File: src/rtl/execute_stage.sv
// Y86-64 execute stage: ALU, condition codes, jXX/cmovXX evaluation and the M pipeline register.
// Optional iaddq support is enabled by defining EXECUTE_IADDQ_EN.
module execute_stage #(
   parameter logic [3:0] RNONE    = 4'hF,
   parameter logic [2:0] CC_RESET = 3'b100
) (
   input  logic        clk,
   input  logic        rst_n,
   input  logic [3:0]  E_icode,
   input  logic [3:0]  E_ifun,
   input  logic [63:0] E_valA,
   input  logic [63:0] E_valB,
   input  logic [63:0] E_valC,
   input  logic [3:0]  E_dstE,
   input  logic [3:0]  E_dstM,
   input  logic        m_exc,
   input  logic        W_exc,
   input  logic        M_bubble,
   output logic [63:0] e_valE,
   output logic        e_Cnd,
   output logic [3:0]  e_dstE,
   output logic [2:0]  cc_out,
   output logic [3:0]  M_icode,
   output logic        M_Cnd,
   output logic [63:0] M_valE,
   output logic [63:0] M_valA,
   output logic [3:0]  M_dstE,
   output logic [3:0]  M_dstM
);

   localparam logic [3:0] I_NOP    = 4'h1;
   localparam logic [3:0] I_RRMOVQ = 4'h2;
   localparam logic [3:0] I_IRMOVQ = 4'h3;
   localparam logic [3:0] I_RMMOVQ = 4'h4;
   localparam logic [3:0] I_MRMOVQ = 4'h5;
   localparam logic [3:0] I_OPQ    = 4'h6;
   localparam logic [3:0] I_CALL   = 4'h8;
   localparam logic [3:0] I_RET    = 4'h9;
   localparam logic [3:0] I_PUSHQ  = 4'hA;
   localparam logic [3:0] I_POPQ   = 4'hB;
`ifdef EXECUTE_IADDQ_EN
   localparam logic [3:0] I_IADDQ  = 4'hC;
`endif

   // Returns {ZF, SF, OF, result}; unknown functions yield a zero result with OF clear.
   function automatic logic [66:0] alu_exec(input logic [3:0] fn,
                                            input logic signed [63:0] a,
                                            input logic signed [63:0] b);
      logic signed [63:0] r;
      logic               of;
      r  = '0;
      of = 1'b0;
      case (fn)
         4'h0: begin
            r  = b + a;
            of = (a[63] == b[63]) && (r[63] != a[63]);
         end
         4'h1: begin
            r  = b - a;
            of = (a[63] != b[63]) && (r[63] != b[63]);
         end
         4'h2: r = b & a;
         4'h3: r = b ^ a;
         default: r = '0;
      endcase
      return {(r == 64'sd0), r[63], of, r};
   endfunction

   function automatic logic cond_eval(input logic [3:0] fn, input logic [2:0] cc);
      logic zf, sf, of;
      {zf, sf, of} = cc;
      case (fn)
         4'h0:    return 1'b1;
         4'h1:    return (sf ^ of) | zf;
         4'h2:    return sf ^ of;
         4'h3:    return zf;
         4'h4:    return !zf;
         4'h5:    return !(sf ^ of);
         4'h6:    return !(sf ^ of) && !zf;
         default: return 1'b0;
      endcase
   endfunction

   logic signed [63:0] w_aluA;
   logic signed [63:0] w_aluB;
   logic [3:0]         w_alufun;
   logic               w_set_cc;
   logic [63:0]        w_res;
   logic               w_zf, w_sf, w_of;
   logic               w_cnd;

   logic [2:0]  r_cc;
   logic [3:0]  r_M_icode;
   logic        r_M_Cnd;
   logic [63:0] r_M_valE;
   logic [63:0] r_M_valA;
   logic [3:0]  r_M_dstE;
   logic [3:0]  r_M_dstM;

   always_comb begin
      w_aluA   = '0;
      w_aluB   = '0;
      w_alufun = 4'h0;
      w_set_cc = 1'b0;
      case (E_icode)
         I_RRMOVQ: w_aluA = E_valA;
         I_IRMOVQ: w_aluA = E_valC;
         I_RMMOVQ, I_MRMOVQ: begin
            w_aluA = E_valC;
            w_aluB = E_valB;
         end
         I_OPQ: begin
            w_aluA   = E_valA;
            w_aluB   = E_valB;
            w_alufun = E_ifun;
            w_set_cc = 1'b1;
         end
         I_CALL, I_PUSHQ: begin
            w_aluA = -64'sd8;
            w_aluB = E_valB;
         end
         I_RET, I_POPQ: begin
            w_aluA = 64'sd8;
            w_aluB = E_valB;
         end
`ifdef EXECUTE_IADDQ_EN
         I_IADDQ: begin
            w_aluA   = E_valC;
            w_aluB   = E_valB;
            w_set_cc = 1'b1;
         end
`endif
         default: ;
      endcase
      // Flags freeze while an exception is draining through M or W.
      w_set_cc = w_set_cc && !m_exc && !W_exc;
   end

   assign {w_zf, w_sf, w_of, w_res} = alu_exec(w_alufun, w_aluA, w_aluB);
   assign w_cnd  = cond_eval(E_ifun, r_cc);

   assign e_valE = w_res;
   assign e_Cnd  = w_cnd;
   assign e_dstE = (E_icode == I_RRMOVQ && !w_cnd) ? RNONE : E_dstE;

   always_ff @(posedge clk) begin
      if (!rst_n) begin
         r_cc      <= CC_RESET;
         r_M_icode <= I_NOP;
         r_M_Cnd   <= 1'b0;
         r_M_valE  <= '0;
         r_M_valA  <= '0;
         r_M_dstE  <= RNONE;
         r_M_dstM  <= RNONE;
      end else begin
         if (w_set_cc)
            r_cc <= {w_zf, w_sf, w_of};
         if (M_bubble) begin
            r_M_icode <= I_NOP;
            r_M_Cnd   <= 1'b0;
            r_M_valE  <= '0;
            r_M_valA  <= '0;
            r_M_dstE  <= RNONE;
            r_M_dstM  <= RNONE;
         end else begin
            r_M_icode <= E_icode;
            r_M_Cnd   <= w_cnd;
            r_M_valE  <= w_res;
            r_M_valA  <= E_valA;
            r_M_dstE  <= e_dstE;
            r_M_dstM  <= E_dstM;
         end
      end
   end

   assign cc_out  = r_cc;
   assign M_icode = r_M_icode;
   assign M_Cnd   = r_M_Cnd;
   assign M_valE  = r_M_valE;
   assign M_valA  = r_M_valA;
   assign M_dstE  = r_M_dstE;
   assign M_dstM  = r_M_dstM;

endmodule

File: config.mk
export PLATFORM = sky130hd
export DESIGN_NAME = execute_stage
export DESIGN_NICKNAME = d
export VERILOG_FILES = /design/src/rtl/execute_stage.sv
export SDC_FILE = /design/constraint.sdc
export NUM_CORES = 1
export LEC_CHECK = 0
export ABC_AREA = 0
export CAP_MARGIN = 20
export CORE_MARGIN = 10
export CORE_UTILIZATION = 30
export CTS_CLUSTER_DIAMETER = 60
export DETAILED_ROUTE_END_ITERATION = 10
export GPL_TIMING_DRIVEN = 1
export SLEW_MARGIN = 20
export SYNTH_ARGS = -nofsm -noshare
export SYNTH_HDL_FRONTEND = slang
export SYNTH_SLANG_ARGS = --single-unit
File: constraint.sdc
create_clock -name clk -period 17.2 [get_ports clk]
set_input_delay 1.72 -clock clk [delete_from_list [all_inputs] [get_ports clk]]
set_output_delay 1.72 -clock clk [all_outputs]
set_load 0.05 [all_outputs]
Word level (Yosys, flattened, before mapping)
Index checks and enable logic that the tools add are counted.
- register bits: 144
- output and inout bits: 213
- word-level logic and storage cells: 64
- $add $sub $neg: 2
- equality and inequality tests: 22
- mux-type cells: 8
- bitwise logic cells: 5
- reduce and logical (&&, ||, !) cells: 20
- operators with widths (operator ; number):
    $pmux W64 S4 ; 2
    $add A64 B64 Y64 ; 1
    $and A64 B64 Y64 ; 1
    $logic_not A64 Y1 ; 1
    $mux W64 ; 1
    $sub A64 B64 Y64 ; 1
    $xor A64 B64 Y64 ; 1
    $eq A4 B2 Y1 const B ; 6
    $eq A4 B3 Y1 const B ; 6
    $eq A4 B4 Y1 const B ; 4
    $eq A4 B1 Y1 const B ; 2
    $logic_not A4 Y1 ; 2
    $mux W4 ; 2
    $reduce_or A2 Y1 ; 4
    $pmux W1 S7 ; 1
    $reduce_or A7 Y1 ; 1
    $logic_and A1 B1 Y1 ; 6
    $logic_not A1 Y1 ; 5
    $ne A1 B1 Y1 ; 3
    $reduce_or A3 Y1 ; 1
    $pmux W1 S2 ; 1
    $eq A1 B1 Y1 ; 1
    $mux W1 ; 1
    $not A1 Y1 ; 1
    other kinds (2) ; 2

Logic depth before layout (Yosys ltp)
Gate-level depths: netlist (run 1).
- depth after elaboration: 7
- depth in mapped cells: 23

Least setup slack after synthesis (run 1)
Ideal clock, no wire load.
- path type: input -> output
- start point: input port E_icode[1]
- end point: output port e_valE[54]
- arrival: 6.683 ns
- data required time: 15.480 ns
- path slack: 8.797 ns
- stages: 18
- path through: buf_2 nor4bb_4 or2_2 clkbuf_1 clkbuf_1 a221oi_1 ha_1 buf_2 or2_0 clkbuf_1 a2111oi_0 o21ai_0 and3_1 a2111oi_1 o21ai_0 o221a_2 mux2_2 o22ai_1
- cells in the longest elaborated chain, start to end: 5
- RTL lines (what ; line ; text):
    start, declared ; 9 ; input logic [3:0] E_icode,
    $eq A4 B3 Y1 (tied with other cells) ; 105 ; case (E_icode)
    $reduce_or A3 Y1 (no line) (tied with other cells) ; n/a ;
    $pmux W64 S4 / $mux W64 (equally long branches) ; 105 ;
    $sub A64 B64 Y64 (tied with other cells) ; 59 ; r = b - a;
    $pmux W64 S4 (*) ; 53 ; case (fn)
    end, declared ; 19 ; output logic [63:0] e_valE,
Every way passes the cells marked *; elsewhere a longest branch is shown, timed or not.

Worst setup path after layout (run 1)
- start point: input port E_icode[0]
- end point: output port e_valE[63]
Same word-level chain as after synthesis.

==> results of run 1 <==
cells in the mapped netlist, types with 37 or more instances:
cell                         n
sky130_fd_sc_hd__dfxtp_1   144
sky130_fd_sc_hd__a21oi_1   196
sky130_fd_sc_hd__a211oi_1   38
sky130_fd_sc_hd__inv_1     152
sky130_fd_sc_hd__a221oi_1   76
sky130_fd_sc_hd__o211ai_1   37
sky130_fd_sc_hd__a21o_1     38
sky130_fd_sc_hd__and2_1    178
sky130_fd_sc_hd__nand3_1    54
sky130_fd_sc_hd__clkbuf_1  113
sky130_fd_sc_hd__nor3_1     51
sky130_fd_sc_hd__o21ai_0   127
sky130_fd_sc_hd__nor2_1    199
sky130_fd_sc_hd__nand2_1   174
sky130_fd_sc_hd__ha_1      133
per-layer routing:
metal  part of all wire  global-route usage
met5                  0                   0
met2               0.47               0.466
met4              0.050               0.138
met1               0.40               0.334
met3              0.076              0.0496
worst min-delay path, delay by kind of cell (launching register included):
family,cells,cell delay (ns)
flops,1,0.34
compound gates,2,0.22
final cells by class:
| class | instances | area, sq um |
|---|---|---|
| Fill cell | 5817 | 33000 |
| Multi-Input combinational cell | 1881 | 12500 |
| Timing Repair Buffer | 451 | 4440 |
| Sequential cell | 144 | 2880 |
| Tap cell | 704 | 881 |
| Inverter | 159 | 597 |
| Clock buffer | 19 | 443 |
| Clock inverter | 13 | 140 |
| Antenna cell | 1 | 2.50 |
cell families (layout without fill, tap and decap cells):
kind of cell	count (synthesis)	after routing	synth area share
XOR/XNOR	26	26	0.0138
buffers and inverters	312	642	0.0736
other	0	1	0
AND/OR/NAND/NOR	878	878	0.278
adder cells (fa/ha/maj)	136	136	0.104
flip-flops	144	144	0.174
multiplexers	18	18	0.0112
AO/OA/AOI/OAI	823	823	0.346
power by group through the flow:
stage	Combinational (mW)	Sequential, mW	Clock, mW
finish	0.949	0.356	0.389
global route	1.00	0.357	0.413
CTS	0.937	0.356	0.402
detailed placement	0.933	0.364	0
global placement	0.931	0.363	0
floorplan	0.524	0.426	0
state kept, by name, summed over array words and instances (netlist names):
register  flops
M_dstM        4
M_icode       4
cc_out        3
M_valA       64
M_valE       64
M_Cnd         1
M_dstE        4
per-stage QoR:
step | setup slack [ns] | std cells | hold WS, ns
2_1_floorplan | 8.80 | 2337 | 0.775
3_3_place_gp | 5.87 | 3339 | 0.574
3_5_place_dp | 5.69 | 3339 | 0.570
4_1_cts | 5.67 | 3371 | 0.592
5_1_grt | 5.24 | 3371 | 0.659
6_report | 5.58 | 3372 | 0.599
how the worst max path moves through the flow:
| stage | startpoint | endpoint | slack (ns) | cells past startpoint |
|---|---|---|---|---|
| 3_3_place_gp | E_icode[0] | e_valE[63] | 5.87 | 20 |
| 4_1_cts | E_icode[0] | e_valE[63] | 5.67 | 20 |
| 3_5_place_dp | E_icode[0] | e_valE[63] | 5.69 | 20 |
| 6_report | E_icode[0] | e_valE[63] | 5.58 | 20 |
| 2_1_floorplan | E_icode[1] | e_valE[54] | 8.80 | 18 |
| 5_1_grt | E_icode[2] | e_valE[63] | 5.24 | 20 |
placed cells by master (no fill, tap or decap), types with 50 or more instances in the layout:
cell                                n
sky130_fd_sc_hd__nor2_1           198
sky130_fd_sc_hd__ha_1             133
sky130_fd_sc_hd__a21oi_1          196
sky130_fd_sc_hd__inv_1            152
sky130_fd_sc_hd__clkdlybuf4s50_1  423
sky130_fd_sc_hd__a221oi_1          76
sky130_fd_sc_hd__nor3_1            50
sky130_fd_sc_hd__and2_1           177
sky130_fd_sc_hd__dfxtp_1          144
sky130_fd_sc_hd__o21ai_0          127
sky130_fd_sc_hd__nand3_1           53
sky130_fd_sc_hd__nand2_1          174
==> flow_summary.toml, run 1 <==
[detailed_routing]
route.detailed.drc = 0
route.detailed.wl_per_inst_um = 27.7
num_vias = 20400
drt_via_density = 6.06
detail_route.iter0.violations = 2107
route.final.wire_length_um = 93400
count_of_antenna_violating_nets_left_after_detailed_routing = 0
drt_first_pass_iters = 6

[synthesis]
ys_types = 101
yosys_warnings = 0
sequential_to_total_area_share_from_yosys_stat = 0.174
synth.net_count = 2685
synth_edf_count = 0
synth_flop_cell = "sky130_fd_sc_hd__dfxtp_1"
synthCells = 2337
synth.largest_area_cell = "sky130_fd_sc_hd__dfxtp_1"
async_set_reset_flop_share_out_of_synthesis = 0
synth_largest_type_area_fraction = 0.174
synth.avg_cell_area_sq_um = 7.08
netlist_area_sq_um = 16500
synth_area_leaders = "sky130_fd_sc_hd__dfxtp_1, sky130_fd_sc_hd__ha_1, sky130_fd_sc_hd__and2_1"
synth_seq_cells = 144

[power]
power_density_nw_per_um2 = 77.4
share_seq_of_total_power = 0.210
p_int_uw = 866
p_comb_frac = 0.560
p_total_mw = 1.69
clockPowerShare = 0.230
net_sw_power_uw = 827
leakagePower_nw = 8.94
sw_frac_of_total = 0.488
peakVddDrop_v = 0.0000790

[timing]
worst-slew-pin-transition_ns = 1.14
grt_setup_unrepaired = "no"
layout_min_cycle_time_ns = 11.62
min_period_over_period = 0.676
final-max-slew-violation-count = 0
timing.max_slew.rel_slack = 0.220
setup-violations-final = 0
max_clock_freq_ghz = 0.0860
skew_ns = 0.00885
totalNegativeSetupSlack_ns = 0
hold_viol = 0

[critical_path]
cp_data_arrival_time_ns = 9.90
timing.reg2reg.worst_path_depth = 7
critical_path.max_stage_delay_ns = 0.97
crit_path_max_fanout = 37
timing.rr.end = "M_dstE[0]$_SDFF_PP1_"
start_kind = "input pin"
critPathRequiredTime_ns = 15.48
setup.worst_path.class = "input pin to primary output"
r2r_start = "cc_out[1]$_SDFFE_PN0P_"
crit_slowest_cell = "sky130_fd_sc_hd__a2111oi_0"
path_buf_inv = 5
timing.critical_path.cells = "clkdlybuf4s50_1 -> nor4bb_4 -> or2_2 -> buf_4 -> a221oi_1 -> ha_1 -> inv_2 -> a21oi_1 -> o31ai_1 -> a221oi_1 -> a31o_2 -> nand4_1 -> a2111oi_0 -> nor3_1 -> o41ai_1 -> and3b_1 -> o21ai_0 -> o211a_1 -> inv_2 -> clkdlybuf4s50_1"
cp-end-kind = "primary output"
timing.reg2reg.setup_slack_ns = 15.05
critical-path-top-delay-family = "compound AO/OA/AOI/OAI gates"

[worst_hold_path]
whs_endpoint = "cc_out[0]$_SDFFE_PN0P_"
worst_hold_startpoint = "cc_out[0]$_SDFFE_PN0P_"
hold_path.class = "flop to flop"
hold-path-cell-count = 2

[cts]
cts_max_path_bufs = 2
cts_num_sinks = 144
clock_latency_on_the_worst_skew_pair_ns = 0.49
cts_root_buffer = "sky130_fd_sc_hd__clkbuf_16"
clk_pin_slew_ns = 0.07
clock_tree.htree_level_count = 4
post-cts-setup-buffers = 0
cts-buffers-inserted = 17
cts_tree = "built"
cts.hold.buffers_added = 0
post_cts.resized_instances = 0

[placement]
portBuffers = 425
routability_driven_placement_congestion_ratio = 1.00
placed_cell_area_sq_um = 21300
final_hpwl_from_detailed_placement_um = 74200

[global_route]
global_route.usage.total = 0.277
grt_pass1_wl_um = 134000
largest_net_degree_at_the_start_of_global_routing = 71
antenna_found_initial = 1
grt_pass1_vias = 19800
globalRouteOverflowTotal = 0

[floorplan]
die_y_um = 255
die_width_um = 255
num_io_pins = 426
area_of_the_die_sq_um = 64900
floorplan_core_area_sq_um = 54900
std_cell_rows = 86
initial_utilization = 0.301

[layout]
post-route-util = 0.399
post-route-cell-area_sq_um = 21900
layout-drive-gt1-share = 0.0521
num-nets-final = 3002
synthToLayoutAreaGrowth_pct = 32.2

[outcome]
outcome = "complete, no violations"

[run]
max_cap_violations = 0
No activity file was read; power rests on OpenSTA's default activity.
==> run 2, diff against run 1 <==
==> constraint.sdc (replaced) <==
create_clock -name clk -period 10.71 [get_ports clk]
set_input_delay 1.071 -clock clk [delete_from_list [all_inputs] [get_ports clk]]
set_output_delay 1.071 -clock clk [all_outputs]
set_load 0.05 [all_outputs]
==> run 2 against run 1 <==
  * Setup slack got worse by 4.6 ns
  * Via count rose by 1.6%
  * Non-clock buffer count grew 10
  * Global-route usage rose by 1.4 points
  * Sequential power increased by 60%
  * Register-to-register slack worse by 6.5 ns
  * Clock skew increased by 0.00081 ns
  * Total power rose by 63%
  * Count of clock-buffer cells in the layout decreased by 2
  * Critical endpoint unchanged
  * Largest cell class unchanged
==> flow_summary.toml, run 2 (synthesis results as in run 1) <==
[outcome]
outcome = "complete, no violations"

[cts]
clock_tree.htree_level_count = 4
cts_tree = "built"
cts_num_sinks = 144
cts_root_buffer = "sky130_fd_sc_hd__clkbuf_16"
cts-buffers-inserted = 17
clk_pin_slew_ns = 0.07
cts.hold.buffers_added = 0
clock_latency_on_the_worst_skew_pair_ns = 0.51
post-cts-setup-buffers = 0
cts_max_path_bufs = 2
post_cts.resized_instances = 0

[global_route]
antenna_found_initial = 0
grt_pass1_wl_um = 140000
grt_pass1_vias = 20200
global_route.usage.total = 0.291
globalRouteOverflowTotal = 0
largest_net_degree_at_the_start_of_global_routing = 57

[critical_path]
setup.worst_path.class = "input pin to primary output"
timing.critical_path.cells = "clkdlybuf4s50_1 -> nor3b_1 -> or2_2 -> a221oi_1 -> ha_1 -> inv_1 -> a2111oi_0 -> a21oi_1 -> o21ai_1 -> a31o_2 -> nand4_1 -> a2111oi_0 -> buf_4 -> nor3_1 -> o41ai_1 -> and3b_1 -> o21ai_0 -> o211a_1 -> inv_2 -> clkdlybuf4s50_1"
critical_path.max_stage_delay_ns = 0.86
start_kind = "input pin"
critPathRequiredTime_ns = 9.64
path_buf_inv = 5
timing.reg2reg.setup_slack_ns = 8.51
cp-end-kind = "primary output"
crit_path_max_fanout = 33
critical-path-top-delay-family = "compound AO/OA/AOI/OAI gates"
cp_data_arrival_time_ns = 8.70
crit_slowest_cell = "sky130_fd_sc_hd__clkdlybuf4s50_1"

[power]
sw_frac_of_total = 0.501
net_sw_power_mw = 1.38
p_total_mw = 2.76
power_density_nw_per_um2 = 126
p_comb_frac = 0.560
share_seq_of_total_power = 0.207
p_int_mw = 1.38
clockPowerShare = 0.234
peakVddDrop_v = 0.000136
leakagePower_nw = 9.01

[layout]
final_common_cell = "sky130_fd_sc_hd__clkdlybuf4s50_1"
antenna_cells = 0
synthToLayoutAreaGrowth_pct = 32.9
ff_latch_area_sq_um = 2880
num-nets-final = 3012
final_cell_count_no_fill = 3381
layout-drive-gt1-share = 0.0560
fillers = 5756
multi_input_comb_area_sq_um = 12500
layout.cells.most_common_list = "sky130_fd_sc_hd__clkdlybuf4s50_1, sky130_fd_sc_hd__nor2_1, sky130_fd_sc_hd__a21oi_1, sky130_fd_sc_hd__and2_1, sky130_fd_sc_hd__nand2_1"
post-route-util = 0.401

[timing]
skew_ns = 0.00966
grt_setup_unrepaired = "no"
final-max-slew-violation-count = 0
totalNegativeSetupSlack_ns = 0
hold_viol = 0
timing.max_slew.rel_slack = 0.216
max_clock_freq_ghz = 0.102
setup-violations-final = 0
worst-slew-pin-transition_ns = 1.18
layout_min_cycle_time_ns = 9.77
min_period_over_period = 0.913

[floorplan]
floorplan_core_area_sq_um = 54900
num_io_pins = 426
initial_utilization = 0.301
area_of_the_die_sq_um = 64900
std_cell_rows = 86
die_width_um = 255
die_y_um = 255

[detailed_routing]
route.detailed.wl_per_inst_um = 29.0
route.final.wire_length_um = 97900
highest-signal-layer = "met4"
m1WireLength_um = 39000
num_vias = 20800
drt_via_density = 6.14
met2_length_um = 44900
met3WireLength_um = 8400
drt_first_pass_iters = 6
count_of_antenna_violating_nets_left_after_detailed_routing = 0
route.detailed.drc = 0
detail_route.iter0.violations = 2377

[worst_hold_path]
hold_path.class = "flop to flop"

[run]
max_cap_violations = 0

[placement]
portBuffers = 425
routability_driven_placement_congestion_ratio = 0.989
final_hpwl_from_detailed_placement_um = 77900
post_place_cells = 3349
## run 2: power groups by stage
stage	logic, mW	registers (mW)	clock network, mW
5_1_grt	1.63	0.574	0.677
3_5_place_dp	1.52	0.584	0
6_report	1.54	0.571	0.645
4_1_cts	1.52	0.571	0.661
3_3_place_gp	1.52	0.583	0
2_1_floorplan	0.842	0.685	0
## run 2: layout make-up
cell class,count,share of cell area
Multi-Input combinational cell,1881,0.568
Timing Repair Buffer,461,0.206
Sequential cell,144,0.131
Tap cell,704,0.0401
Inverter,159,0.0271
Clock buffer,17,0.0193
Clock inverter,15,0.00848
## run 2: worst reg2reg max path, delay by kind of cell, from the launching register on
kind            cells  cell delay [ns]
xor+xnor            1             0.27
compound gates      3             0.73
flops               1             0.34
mux                 1             0.10
simple gates        2             0.65
## run 2: metal layers
metal | GRT usage | vias up
met1 | 0.351 | 10000
met2 | 0.479 | 1229
met4 | 0.157 | 0
met3 | 0.0618 | 255
met5 | 0 | -
li1 | - | 9259
## run 2: stage by stage
| stage | area (sq um) | setup WS, ns | hold slack [ns] |
|---|---|---|---|
| floorplan | 16500 | 3.61 | 0.775 |
| global placement | 21400 | 1.08 | 0.580 |
| detailed placement | 21400 | 1.07 | 0.569 |
| CTS | 22000 | 1.03 | 0.579 |
| global route | 22000 | 0.488 | 0.638 |
| finish | 22000 | 0.937 | 0.583 |
## run 2: final timing paths
path                               start                      to  cells after the start
setup / recovery              E_icode[3]              e_valE[63]                     20
hold / removal    cc_out[0]$_SDFFE_PN0P_  cc_out[0]$_SDFFE_PN0P_                      2
setup reg to reg  cc_out[0]$_SDFFE_PN0P_    M_dstE[2]$_SDFF_PP1_                      7
hold reg to reg   cc_out[0]$_SDFFE_PN0P_  cc_out[0]$_SDFFE_PN0P_                      2
==> run 3, diff against run 2 <==
--- a/config.mk
+++ b/config.mk
@@ -5,14 +5,15 @@
 export SDC_FILE = /design/constraint.sdc
 export NUM_CORES = 1
 export LEC_CHECK = 0
-export ABC_AREA = 0
+export ABC_AREA = 1
 export CAP_MARGIN = 20
+export CORE_ASPECT_RATIO = 1.25
 export CORE_MARGIN = 10
 export CORE_UTILIZATION = 30
 export CTS_CLUSTER_DIAMETER = 60
 export DETAILED_ROUTE_END_ITERATION = 10
 export GPL_TIMING_DRIVEN = 1
-export SLEW_MARGIN = 20
+export SLEW_MARGIN = 10
 export SYNTH_ARGS = -nofsm -noshare
 export SYNTH_HDL_FRONTEND = slang
 export SYNTH_SLANG_ARGS = --single-unit
==> run 3 against run 2 <==
  * Synthesized area rose by 3.2%
  * Die area rose by 3.1%
  * Sequential power barely moved
  * Worst hold slack got worse by 0.026 ns
==> flow_summary.toml, run 3 <==
[outcome]
outcome = "complete, no violations"

[floorplan]
initial_utilization = 0.304
num_io_pins = 426
area_of_the_die_sq_um = 66900
die_y_um = 287
floorplan_core_area_sq_um = 56200
die_width_um = 233
std_cell_rows = 97

[synthesis]
synth.most_common_cell = "sky130_fd_sc_hd__nand2_1"
async_set_reset_flop_share_out_of_synthesis = 0
synth_largest_type_area_fraction = 0.169
sequential_to_total_area_share_from_yosys_stat = 0.169
yosys_warnings = 0
ys_top_cells_by_count = "sky130_fd_sc_hd__nand2_1, sky130_fd_sc_hd__inv_1, sky130_fd_sc_hd__nor2_1, sky130_fd_sc_hd__nand3_1, sky130_fd_sc_hd__a21oi_1"
synth.avg_cell_area_sq_um = 5.45
netlist_area_sq_um = 17100
synthCells = 3133
synth.net_count = 3481
synth_edf_count = 0
synth_flop_cell = "sky130_fd_sc_hd__dfxtp_1"
synth.largest_area_cell = "sky130_fd_sc_hd__dfxtp_1"
synth_area_leaders = "sky130_fd_sc_hd__dfxtp_1, sky130_fd_sc_hd__nand2_1, sky130_fd_sc_hd__inv_1"
synth_seq_cells = 144
ys_types = 50

[critical_path]
cp-end-kind = "primary output"
timing.reg2reg.setup_slack_ns = 8.99
path_buf_inv = 4
critical_path.max_stage_delay_ns = 0.73
setup.worst_path.class = "input pin to primary output"
worst_setup_path_startpoint = "E_icode[0]"
crit_path_frequent_cell = "sky130_fd_sc_hd__nand2_1"
critPathRequiredTime_ns = 9.64
start_kind = "input pin"
critical-path-top-delay-family = "simple AND/OR/NAND/NOR gates"
r2r_start = "cc_out[2]$_SDFFE_PN1P_"
cp_data_arrival_time_ns = 7.23
crit_slowest_cell = "sky130_fd_sc_hd__clkdlybuf4s50_1"
crit_path_max_fanout = 64

[power]
clockPowerShare = 0.240
power_density_nw_per_um2 = 119
peakVddDrop_v = 0.0000862
p_comb_frac = 0.547
p_int_mw = 1.31
p_total_mw = 2.68
sw_frac_of_total = 0.511
net_sw_power_mw = 1.37
leakagePower_nw = 11.7
share_seq_of_total_power = 0.213

[detailed_routing]
num_vias = 21500
route.final.wire_length_um = 95400
drt_via_density = 5.08
drt_first_pass_iters = 6
count_of_antenna_violating_nets_left_after_detailed_routing = 0
detail_route.iter0.violations = 1893
route.detailed.drc = 0
route.detailed.wl_per_inst_um = 22.5

[timing]
final-max-slew-violation-count = 0
timing.max_slew.rel_slack = 0.292
worst-slew-pin-transition_ns = 1.06
setup-violations-final = 0
min_period_over_period = 0.775
layout_min_cycle_time_ns = 8.31
totalNegativeSetupSlack_ns = 0
max_clock_freq_ghz = 0.120
skew_ns = 0.0136
hold_viol = 0
grt_setup_unrepaired = "no"

[layout]
multi_input_comb_area_sq_um = 11400
post-route-util = 0.400
layout.cells.most_common_list = "sky130_fd_sc_hd__nand2_1, sky130_fd_sc_hd__inv_1, sky130_fd_sc_hd__nor2_1, sky130_fd_sc_hd__clkdlybuf4s50_1, sky130_fd_sc_hd__nand3_1"
ff_latch_area_sq_um = 2880
fillers = 6292
num-nets-final = 3821
final_common_cell = "sky130_fd_sc_hd__nand2_1"
synthToLayoutAreaGrowth_pct = 31.6
layout-drive-gt1-share = 0.0250

[global_route]
antenna_found_initial = 2
global_route.usage.total = 0.278
globalRouteOverflowTotal = 0
grt_pass1_wl_um = 137000
largest_net_degree_at_the_start_of_global_routing = 72
grt_pass1_vias = 21000

[placement]
portBuffers = 425
final_hpwl_from_detailed_placement_um = 79700
routability_driven_placement_congestion_ratio = 1.06

[worst_hold_path]
worst_hold_startpoint = "cc_out[1]$_SDFFE_PN0P_"
hold_path.class = "flop to flop"

[cts]
cts_tree = "built"
clk_pin_slew_ns = 0.08
clock_tree.htree_level_count = 4
cts_root_buffer = "sky130_fd_sc_hd__clkbuf_16"
cts.hold.buffers_added = 0
cts_max_path_bufs = 2
cts-buffers-inserted = 17
cts_num_sinks = 144
clock_latency_on_the_worst_skew_pair_ns = 0.51
post-cts-setup-buffers = 0
post_cts.resized_instances = 0

[run]
max_cap_violations = 0
[run 3: tightest hold or removal path, delay by kind of cell, from the launching register on]
| kind | cells | cell delay [ns] |
|---|---|---|
| DFF | 1 | 0.38 |
| buffers and inverters | 1 | 0.05 |
| AOI/OAI and AO/OA | 1 | 0.11 |
[run 3: power groups by stage]
| stage | logic (mW) | registers [mW] | clock network (mW) |
|---|---|---|---|
| after global placement | 1.45 | 0.582 | 0 |
| after floorplan | 0.815 | 0.681 | 0 |
| after CTS | 1.46 | 0.570 | 0.660 |
| after global routing | 1.58 | 0.572 | 0.675 |
| final | 1.47 | 0.570 | 0.644 |
| after detailed placement | 1.45 | 0.583 | 0 |
[run 3: cell type report]
cell class / instances / area share
antenna: 2 / 0.000223
clock buffer: 17 / 0.0189
clock inverter: 15 / 0.00663
inverter: 635 / 0.106
multi-input combinational: 2242 / 0.507
sequential: 144 / 0.128
tap: 742 / 0.0413
timing repair buffer: 433 / 0.192
[run 3: final timing paths]
check,endpoint,cells past startpoint
max,e_valE[40],27
min,cc_out[1]$_SDFFE_PN0P_,2
max reg2reg,M_dstE[1]$_SDFF_PP1_,7
min reg2reg,cc_out[1]$_SDFFE_PN0P_,2
[run 3: cell families (layout without fill, tap and decap cells)]
family                   Yosys count  in the layout  synth area share
AND/OR/NAND/NOR                 1654           1654             0.406
buffers and inverters            747           1100             0.167
adder cells (fa/ha/maj)          135            135            0.0998
other                              0              2                 0
flip-flops                       144            144             0.169
AO/OA/AOI/OAI                    450            450             0.157
XOR/XNOR                           3              3           0.00154
[run 3: per-stage QoR]
| step | std cells | hold slack, ns | worst slack (ns) | instance area [sq um] |
|---|---|---|---|---|
| final | 4230 | 0.557 | 2.40 | 22500 |
| after global routing | 4230 | 0.588 | 2.03 | 22500 |
| after CTS | 4227 | 0.561 | 2.39 | 22500 |
| after global placement | 4195 | 0.530 | 2.27 | 21900 |
| after floorplan | 3133 | 0.791 | 5.32 | 17100 |
| after detailed placement | 4195 | 0.539 | 2.41 | 21900 |
[run 3: routing by layer]
layer  share of wire  track usage
met1            0.36        0.283
met2            0.52        0.515
met3           0.051       0.0388
met4           0.074        0.192
met5               0            0
